`config.mk`:
```
export PLATFORM = sky130hd
export DESIGN_NAME = nmac_gmii_rx_pack
export DESIGN_NICKNAME = d
export VERILOG_FILES = /design/src/rtl/nmac_pkt_pkg.sv /design/src/rtl/nmac_byte_packer.sv /design/src/rtl/nmac_gmii_rx_pack.sv
export SDC_FILE = /design/constraint.sdc
export NUM_CORES = 1
export LEC_CHECK = 0
export ABC_AREA = 1
export BUFFER_PORTS_ARGS = -buffer_cell sky130_fd_sc_hd__buf_4
export CAP_MARGIN = 20
export CORE_ASPECT_RATIO = 0.75
export CORE_MARGIN = 2
export CORE_UTILIZATION = 40
export DETAILED_ROUTE_END_ITERATION = 8
export PLACE_DENSITY = 0.55
export RECOVER_POWER = 50
export SETUP_SLACK_MARGIN = 0.3
export SLEW_MARGIN = 30
export SYNTH_ARGS = -nofsm -noshare
export SYNTH_HDL_FRONTEND = slang
export SYNTH_HIERARCHICAL = 1
export SYNTH_SLANG_ARGS = --single-unit
```
`constraint.sdc`:
```
create_clock -name clk -period 37.4 [get_ports clk]
set_input_delay 3.74 -clock clk [delete_from_list [all_inputs] [get_ports clk]]
set_output_delay 3.74 -clock clk [all_outputs]
set_load 0.1 [all_outputs]
```
`src/rtl/nmac_pkt_pkg.sv`:
```
// Packet-word layout shared by the NMAC receive, CRC-check and transmit stages.
// A word is {tag, valid bytes-1, reserved, 128-bit data}, first byte in the top lane.
package nmac_pkt_pkg;
  localparam int PKT_W   = 139;
  localparam int DATA_W  = 128;
  localparam int TAG_HI  = 138;
  localparam int TAG_LO  = 136;
  localparam int BCNT_HI = 135;
  localparam int BCNT_LO = 132;

  localparam logic [2:0] TAG_HEAD = 3'b101;
  localparam logic [2:0] TAG_MID  = 3'b100;
  localparam logic [2:0] TAG_TAIL = 3'b110;
  localparam logic [2:0] TAG_ONE  = 3'b111;

  typedef struct packed {
    logic [2:0]        tag;
    logic [3:0]        bcnt;
    logic [3:0]        rsvd;
    logic [DATA_W-1:0] data;
  } pkt_word_t;
endpackage

```
`src/rtl/nmac_byte_packer.sv`:
```
// Packs frame bytes into 16-byte words; one completed word is held back so the
// last word of a frame can always leave with a tail tag.
module nmac_byte_packer
  import nmac_pkt_pkg::*;
(
  input  logic             clk,
  input  logic             reset,
  input  logic             start_i,
  input  logic             byte_vld_i,
  input  logic [7:0]       byte_i,
  input  logic             flush_i,
  output logic             pkt_wrreq_o,
  output logic [PKT_W-1:0] pkt_o
);
  logic [3:0]        cnt_q;
  logic              pend_vld_q;
  logic              first_q;
  logic [DATA_W-1:0] word_q;
  logic [DATA_W-1:0] word_d;
  logic [DATA_W-1:0] pend_q;
  logic              wrreq_q;
  pkt_word_t         pkt_q;

  // A fresh word starts cleared so a short tail carries zeros in its unused lanes.
  always_comb begin
    word_d = (cnt_q == 4'd0) ? '0 : word_q;
    word_d[{~cnt_q, 3'b000} +: 8] = byte_i;
  end

  always_ff @(posedge clk or posedge reset) begin
    if (reset) begin
      cnt_q      <= '0;
      pend_vld_q <= 1'b0;
      first_q    <= 1'b1;
      word_q     <= '0;
      pend_q     <= '0;
      wrreq_q    <= 1'b0;
      pkt_q      <= '0;
    end else begin
      wrreq_q <= 1'b0;
      if (start_i) begin
        cnt_q      <= '0;
        pend_vld_q <= 1'b0;
        first_q    <= 1'b1;
      end else if (byte_vld_i) begin
        word_q <= word_d;
        cnt_q  <= cnt_q + 4'd1;
        if (cnt_q == 4'd15) begin
          pend_q     <= word_d;
          pend_vld_q <= 1'b1;
        end
        if (cnt_q == 4'd0 && pend_vld_q) begin
          wrreq_q    <= 1'b1;
          pkt_q.tag  <= first_q ? TAG_HEAD : TAG_MID;
          pkt_q.bcnt <= 4'hF;
          pkt_q.rsvd <= '0;
          pkt_q.data <= pend_q;
          pend_vld_q <= 1'b0;
          first_q    <= 1'b0;
        end
      end else if (flush_i) begin
        // cnt_q-1 wraps to F when the tail is a completed pending word.
        wrreq_q    <= 1'b1;
        pkt_q.tag  <= first_q ? TAG_ONE : TAG_TAIL;
        pkt_q.bcnt <= cnt_q - 4'd1;
        pkt_q.rsvd <= '0;
        pkt_q.data <= (cnt_q != 4'd0) ? word_q : (pend_vld_q ? pend_q : '0);
        cnt_q      <= '0;
        pend_vld_q <= 1'b0;
        first_q    <= 1'b1;
      end
    end
  end

  assign pkt_wrreq_o = wrreq_q;
  assign pkt_o       = pkt_q;
endmodule

```
`src/rtl/nmac_gmii_rx_pack.sv`:
```
// GMII receive front end: preamble/SFD strip, admission, length/error tracking,
// one valid-FIFO entry per admitted frame and frame/bad counters.
module nmac_gmii_rx_pack
  import nmac_pkt_pkg::*;
#(
  parameter int unsigned MIN_LEN     = 64,
  parameter int unsigned MAX_LEN     = 1518,
  parameter logic [7:0]  FIFO_THRESH = 8'd160
) (
  input  logic             clk,
  input  logic             reset,
  input  logic [7:0]       gmii_rxd,
  input  logic             gmii_rx_dv,
  input  logic             gmii_rx_er,
  output logic             out_pkt_wrreq,
  output logic [PKT_W-1:0] out_pkt,
  input  logic [7:0]       out_pkt_usedw,
  output logic             out_valid_wrreq,
  output logic             out_valid,
  output logic [31:0]      rx_frame_cnt,
  output logic [31:0]      rx_bad_cnt
);
  localparam logic [10:0] MIN_L = 11'(MIN_LEN);
  localparam logic [10:0] MAX_L = 11'(MAX_LEN);

  typedef enum logic [1:0] {S_IDLE, S_PRE, S_DATA, S_DROP} state_t;

  state_t      state_q;
  logic [10:0] len_q;
  logic        err_q;
  logic        vwr_q;
  logic        vld_q;
  logic [31:0] frame_cnt_q;
  logic [31:0] bad_cnt_q;

  logic sfd, admit, at_max, pk_start, pk_byte, pk_flush, frame_bad;

  assign sfd      = (state_q == S_PRE) && gmii_rx_dv && (gmii_rxd == 8'hD5);
  assign admit    = out_pkt_usedw <= FIFO_THRESH;
  assign at_max   = len_q == MAX_L;
  assign pk_start = sfd && admit;
  assign pk_byte  = (state_q == S_DATA) && gmii_rx_dv && !at_max;
  assign pk_flush = (state_q == S_DATA) && (!gmii_rx_dv || at_max);
  // At flush time a still-high rx_dv means the frame is being truncated.
  assign frame_bad = err_q || (len_q < MIN_L) || gmii_rx_dv;

  always_ff @(posedge clk or posedge reset) begin
    if (reset) begin
      state_q     <= S_IDLE;
      len_q       <= '0;
      err_q       <= 1'b0;
      vwr_q       <= 1'b0;
      vld_q       <= 1'b0;
      frame_cnt_q <= '0;
      bad_cnt_q   <= '0;
    end else begin
      vwr_q <= 1'b0;
      vld_q <= 1'b0;
      case (state_q)
        S_IDLE: if (gmii_rx_dv) state_q <= S_PRE;
        S_PRE: begin
          if (!gmii_rx_dv) begin
            state_q <= S_IDLE;
          end else if (sfd) begin
            state_q <= admit ? S_DATA : S_DROP;
            len_q   <= '0;
            err_q   <= 1'b0;
          end
        end
        S_DATA: begin
          if (pk_flush) begin
            vwr_q       <= 1'b1;
            vld_q       <= !frame_bad;
            frame_cnt_q <= frame_cnt_q + 32'd1;
            if (frame_bad) bad_cnt_q <= bad_cnt_q + 32'd1;
            state_q     <= gmii_rx_dv ? S_DROP : S_IDLE;
          end else begin
            if (len_q != 11'h7FF) len_q <= len_q + 11'd1;
            err_q <= err_q | gmii_rx_er;
          end
        end
        S_DROP: if (!gmii_rx_dv) state_q <= S_IDLE;
        default: state_q <= S_IDLE;
      endcase
    end
  end

  nmac_byte_packer u_packer (
    .clk        (clk),
    .reset      (reset),
    .start_i    (pk_start),
    .byte_vld_i (pk_byte),
    .byte_i     (gmii_rxd),
    .flush_i    (pk_flush),
    .pkt_wrreq_o(out_pkt_wrreq),
    .pkt_o      (out_pkt)
  );

  assign out_valid_wrreq = vwr_q;
  assign out_valid       = vld_q;
  assign rx_frame_cnt    = frame_cnt_q;
  assign rx_bad_cnt      = bad_cnt_q;
endmodule

```
==> flow_metrics.py <==
metrics = {
    "outcome": {
        "result_of_the_run": "finished with violations",
        "violations": "capacitance limit, slew limit",
    },
    "yosys": {
        "post_synthesis_cell_area_mm2": 0.0241,
        "ys_async_sr_fraction_pct": 100,
        "synth.top_cells.by_area": "sky130_fd_sc_hd__dfrtp_1 (50%), sky130_fd_sc_hd__nand2_1 (24%), sky130_fd_sc_hd__nand3_1 (11%), sky130_fd_sc_hd__o21ai_0 (2.3%), sky130_fd_sc_hd__nor2_1 (2.2%)",
        "synth_top_area_cell": "sky130_fd_sc_hd__dfrtp_1",
        "yosysUniqueCellTypes": 42,
        "post_synth.cell_area_avg_um2": 7.45,
        "synth_edf_count": 0,
        "netlist.area_leader.share_pct": 49.5,
        "number_of_warnings_printed_during_yosys_synthesis": 6,
        "synthesis_stage_register_bit_count": 478,
        "ys_seq_area_share_pct": 49.6,
        "synth_ff_type": "sky130_fd_sc_hd__dfrtp_1",
        "synthesis.instances": 3238,
    },
    "critical_path": {
        "crit-reg2reg-launch": "len_q[0]$_DFFE_PP0P_",
        "crit_path_start_kind": "input pin",
        "rr_worst_depth": 18,
        "worst-endpoint-arrival_ns": 12.50,
        "path_class": "in -> async",
        "crit_chain": "clkbuf_1 -> clkinvlp_2 -> clkbuf_1 -> clkbuf_1",
        "crit_path_max_fanout": 91,
        "timing.critical_path.slowest_stage_cell": "sky130_fd_sc_hd__clkbuf_1",
        "critPathMostFrequentCell": "sky130_fd_sc_hd__clkbuf_1",
        "end_kind": "async pin",
        "worst-r2r-setup-slack_ns": 31.02,
        "worst_ep_required_time_ns": 37.16,
        "regToRegEndpoint": "u_packer/pend_q[7]$_DFFE_PP0P_",
        "crit_start": "reset",
        "timing.critical_path.slowest_cell_delay_ns": 3.14,
        "endpoint": "u_packer/pkt_o[52]$_DFFE_PP0P_",
    },
    "global_routing": {
        "grt_pass1_vias": 21926,
        "antenna_found_initial": 1,
        "gr-total-overflow": 0,
        "grt_first_pass_wirelength_mm": 125,
        "grt_max_degree": 105,
        "grtUsageTotal_pct": 25.3,
    },
    "sta": {
        "final_critical_path_setup_slack_ns": 24.66,
        "unrepaired_setup_endpoints_after_global_routing": "false",
        "whs_ns": 0.479,
        "fmax_mhz": 78.5,
        "tightestPinTransition_ns": 4.29,
        "maxSlewViolCount": 447,
        "max-slew-margin-rel_pct": -186,
        "timing.final.crit_share_pct": 34.1,
        "period_needed_ns": 12.74,
        "finalSetupViolations": 0,
        "final.setup_skew_ns": 0.0201,
        "final.setup.tns_ns": 0,
        "hold_violations": 0,
    },
    "place": {
        "gpl.final_weighted_congestion": 0.864,
        "placement.io_buffers": 221,
        "pre_cts_ws_ns": 28.90,
        "dpl.hpwl_mm": 50.4,
        "postPlaceCellArea_mm2": 0.0261,
    },
    "power": {
        "power.static_leakage_uw": 0.0138,
        "power.density_cell_area_mw_per_mm2": 66.0,
        "vdd.ir_drop.worst_mv": 0.0478,
    },
    "drt": {
        "detailedRoute.firstIterationViolations": 2365,
        "routed_wl_mm": 78.4,
        "dr_total_vias": 22469,
        "route.detailed.vias_per_inst": 5.35,
        "drt.antenna.violating_nets": 0,
        "avgRoutedWirePerCell_um": 18.7,
        "route.detailed.drc": 0,
        "drt-pass1-iter-count": 8,
    },
    "clock_tree": {
        "cts_buffers": 52,
        "ctsHtreeMaxLevel": 2,
        "cts.repair_timing.setup_buffer_count": 0,
        "cts_sinks": 478,
        "clk_pin_slew_worst_paths_ns": 0.06,
        "postCtsHoldBufs": 0,
        "clk_latency_ns": 0.61,
        "post_cts_resize_count": 0,
        "clock-root-buffer": "sky130_fd_sc_hd__clkbuf_16",
        "clock_tree_from_tritoncts": "done",
        "max-clock-path-buffers": 3,
    },
    "finish": {
        "fin_area_mm2": 0.0270,
        "mostFrequentLayoutCells": "sky130_fd_sc_hd__nand2_1 (1518), sky130_fd_sc_hd__nand3_1 (536), sky130_fd_sc_hd__dfrtp_1 (477)",
        "final_layout_size_suffix_gt1_share_pct": 4.75,
        "layout_commonest_cell": "sky130_fd_sc_hd__nand2_1",
        "fillerInstances": 6093,
        "design.final.nets": 3393,
        "antenna_cells": 0,
        "areaGrowthSynthToFinish_pct": 12.0,
    },
    "floorplanning": {
        "die_height_um": 217,
        "die_w_um": 288,
        "design.portCount": 226,
        "core_rows": 77,
        "floorplan.core_area_mm2": 0.0593,
        "start_util_pct": 40.7,
        "dieArea_mm2": 0.0623,
    },
    "worst_hold_path": {
        "worstHoldPathType": "reg -> reg",
        "hold_path_depth": 2,
    },
    "flow_run": {
        "maxCapViolCount": 8,
    },
}
-- routing by layer --
metal  vias to the layer above  track usage (%)  share of wire, %
li1                      10658                -                 -
met1                     10853             37.1                46
met2                       834             37.4                43
met3                       122             5.24               8.0
met4                         2             7.27               2.6
met5                         -                0             0.017
-- cell usage after synthesis, types with 2 or more instances --
library cell / count
sky130_fd_sc_hd__a21oi_1: 7
sky130_fd_sc_hd__buf_1: 15
sky130_fd_sc_hd__buf_2: 55
sky130_fd_sc_hd__buf_4: 18
sky130_fd_sc_hd__buf_6: 19
sky130_fd_sc_hd__clkbuf_1: 64
sky130_fd_sc_hd__clkinv_1: 5
sky130_fd_sc_hd__dfrtp_1: 477
sky130_fd_sc_hd__ha_1: 8
sky130_fd_sc_hd__inv_1: 93
sky130_fd_sc_hd__inv_2: 8
sky130_fd_sc_hd__nand2_1: 1517
sky130_fd_sc_hd__nand2_2: 11
sky130_fd_sc_hd__nand2_4: 4
sky130_fd_sc_hd__nand3_1: 535
sky130_fd_sc_hd__nand3_2: 3
sky130_fd_sc_hd__nand3b_1: 28
sky130_fd_sc_hd__nand4_1: 5
sky130_fd_sc_hd__nor2_1: 141
sky130_fd_sc_hd__nor2_2: 3
sky130_fd_sc_hd__nor2_4: 6
sky130_fd_sc_hd__nor3_1: 21
sky130_fd_sc_hd__o211ai_1: 33
sky130_fd_sc_hd__o21ai_0: 113
sky130_fd_sc_hd__o21ai_1: 6
sky130_fd_sc_hd__o22ai_1: 3
sky130_fd_sc_hd__or2_2: 2
sky130_fd_sc_hd__xnor2_1: 9
sky130_fd_sc_hd__xor2_1: 16
-- final cells by class --
type | instances | area (um^2) | area share (%)
clock buffers | 78 | 1570 | 5.82
flip-flops and latches | 478 | 12000 | 44.3
inverters | 106 | 415 | 1.54
clock inverters | 18 | 204 | 0.755
multi-input cells | 2483 | 10800 | 40.0
well taps | 790 | 988 | 3.66
repair buffers | 244 | 1070 | 3.95
-- how the worst min path moves through the flow --
stage               slack, ns                             from                              end
detailed placement       0.46  u_packer/pkt_o[138]$_DFFE_PP0P_  u_packer/pkt_o[138]$_DFFE_PP0P_
finish                   0.48   u_packer/pkt_o[83]$_DFFE_PP0P_   u_packer/pkt_o[83]$_DFFE_PP0P_
floorplan                0.44     u_packer/first_q$_DFFE_PP1P_     u_packer/first_q$_DFFE_PP1P_
global route             0.49  u_packer/pkt_o[138]$_DFFE_PP0P_  u_packer/pkt_o[138]$_DFFE_PP0P_
global placement         0.46  u_packer/pkt_o[138]$_DFFE_PP0P_  u_packer/pkt_o[138]$_DFFE_PP0P_
CTS                      0.48  u_packer/pkt_o[138]$_DFFE_PP0P_  u_packer/pkt_o[138]$_DFFE_PP0P_
-- sequential cells by signal, summed over array words and instances, names as in the netlist, 2 cells and up --
register / count
u_packer/pkt_o: 135
u_packer/pend_q: 128
u_packer/word_q: 128
rx_bad_cnt: 32
rx_frame_cnt: 32
len_q: 11
u_packer/cnt_q: 4
state_q: 2
-- power breakdown --
| group | internal (uW) | switching (uW) |
|---|---|---|
| logic | 87.1 | 538 |
| registers | 570 | 48.7 |
| clock network | 317 | 223 |
| total | 974 | 809 |
-- through the flow --
stage | util (%) | power [uW] | cells
after floorplan | - | 1120 | 3241
after global placement | 43.9 | 1270 | 4100
after detailed placement | 44.0 | 1280 | 4101
after CTS | 47.0 | 1820 | 4197
after global routing | 45.6 | 1870 | 4197
final | 45.6 | 1780 | 4197
-- worst max-delay path, delay by kind of cell --
family                 cells  cell delay, ns
buffers and inverters      4            8.61
-- cells by family after synthesis --
logic type,Yosys count,share of synthesized area [%]
compound gates,167,3.91
xor+xnor,25,0.908
fa+ha+maj,8,0.415
buf+inv,280,5.58
flops,478,49.6
other cells,1,0.0156
simple gates,2279,39.6
(Power assumes the default switching activity.)
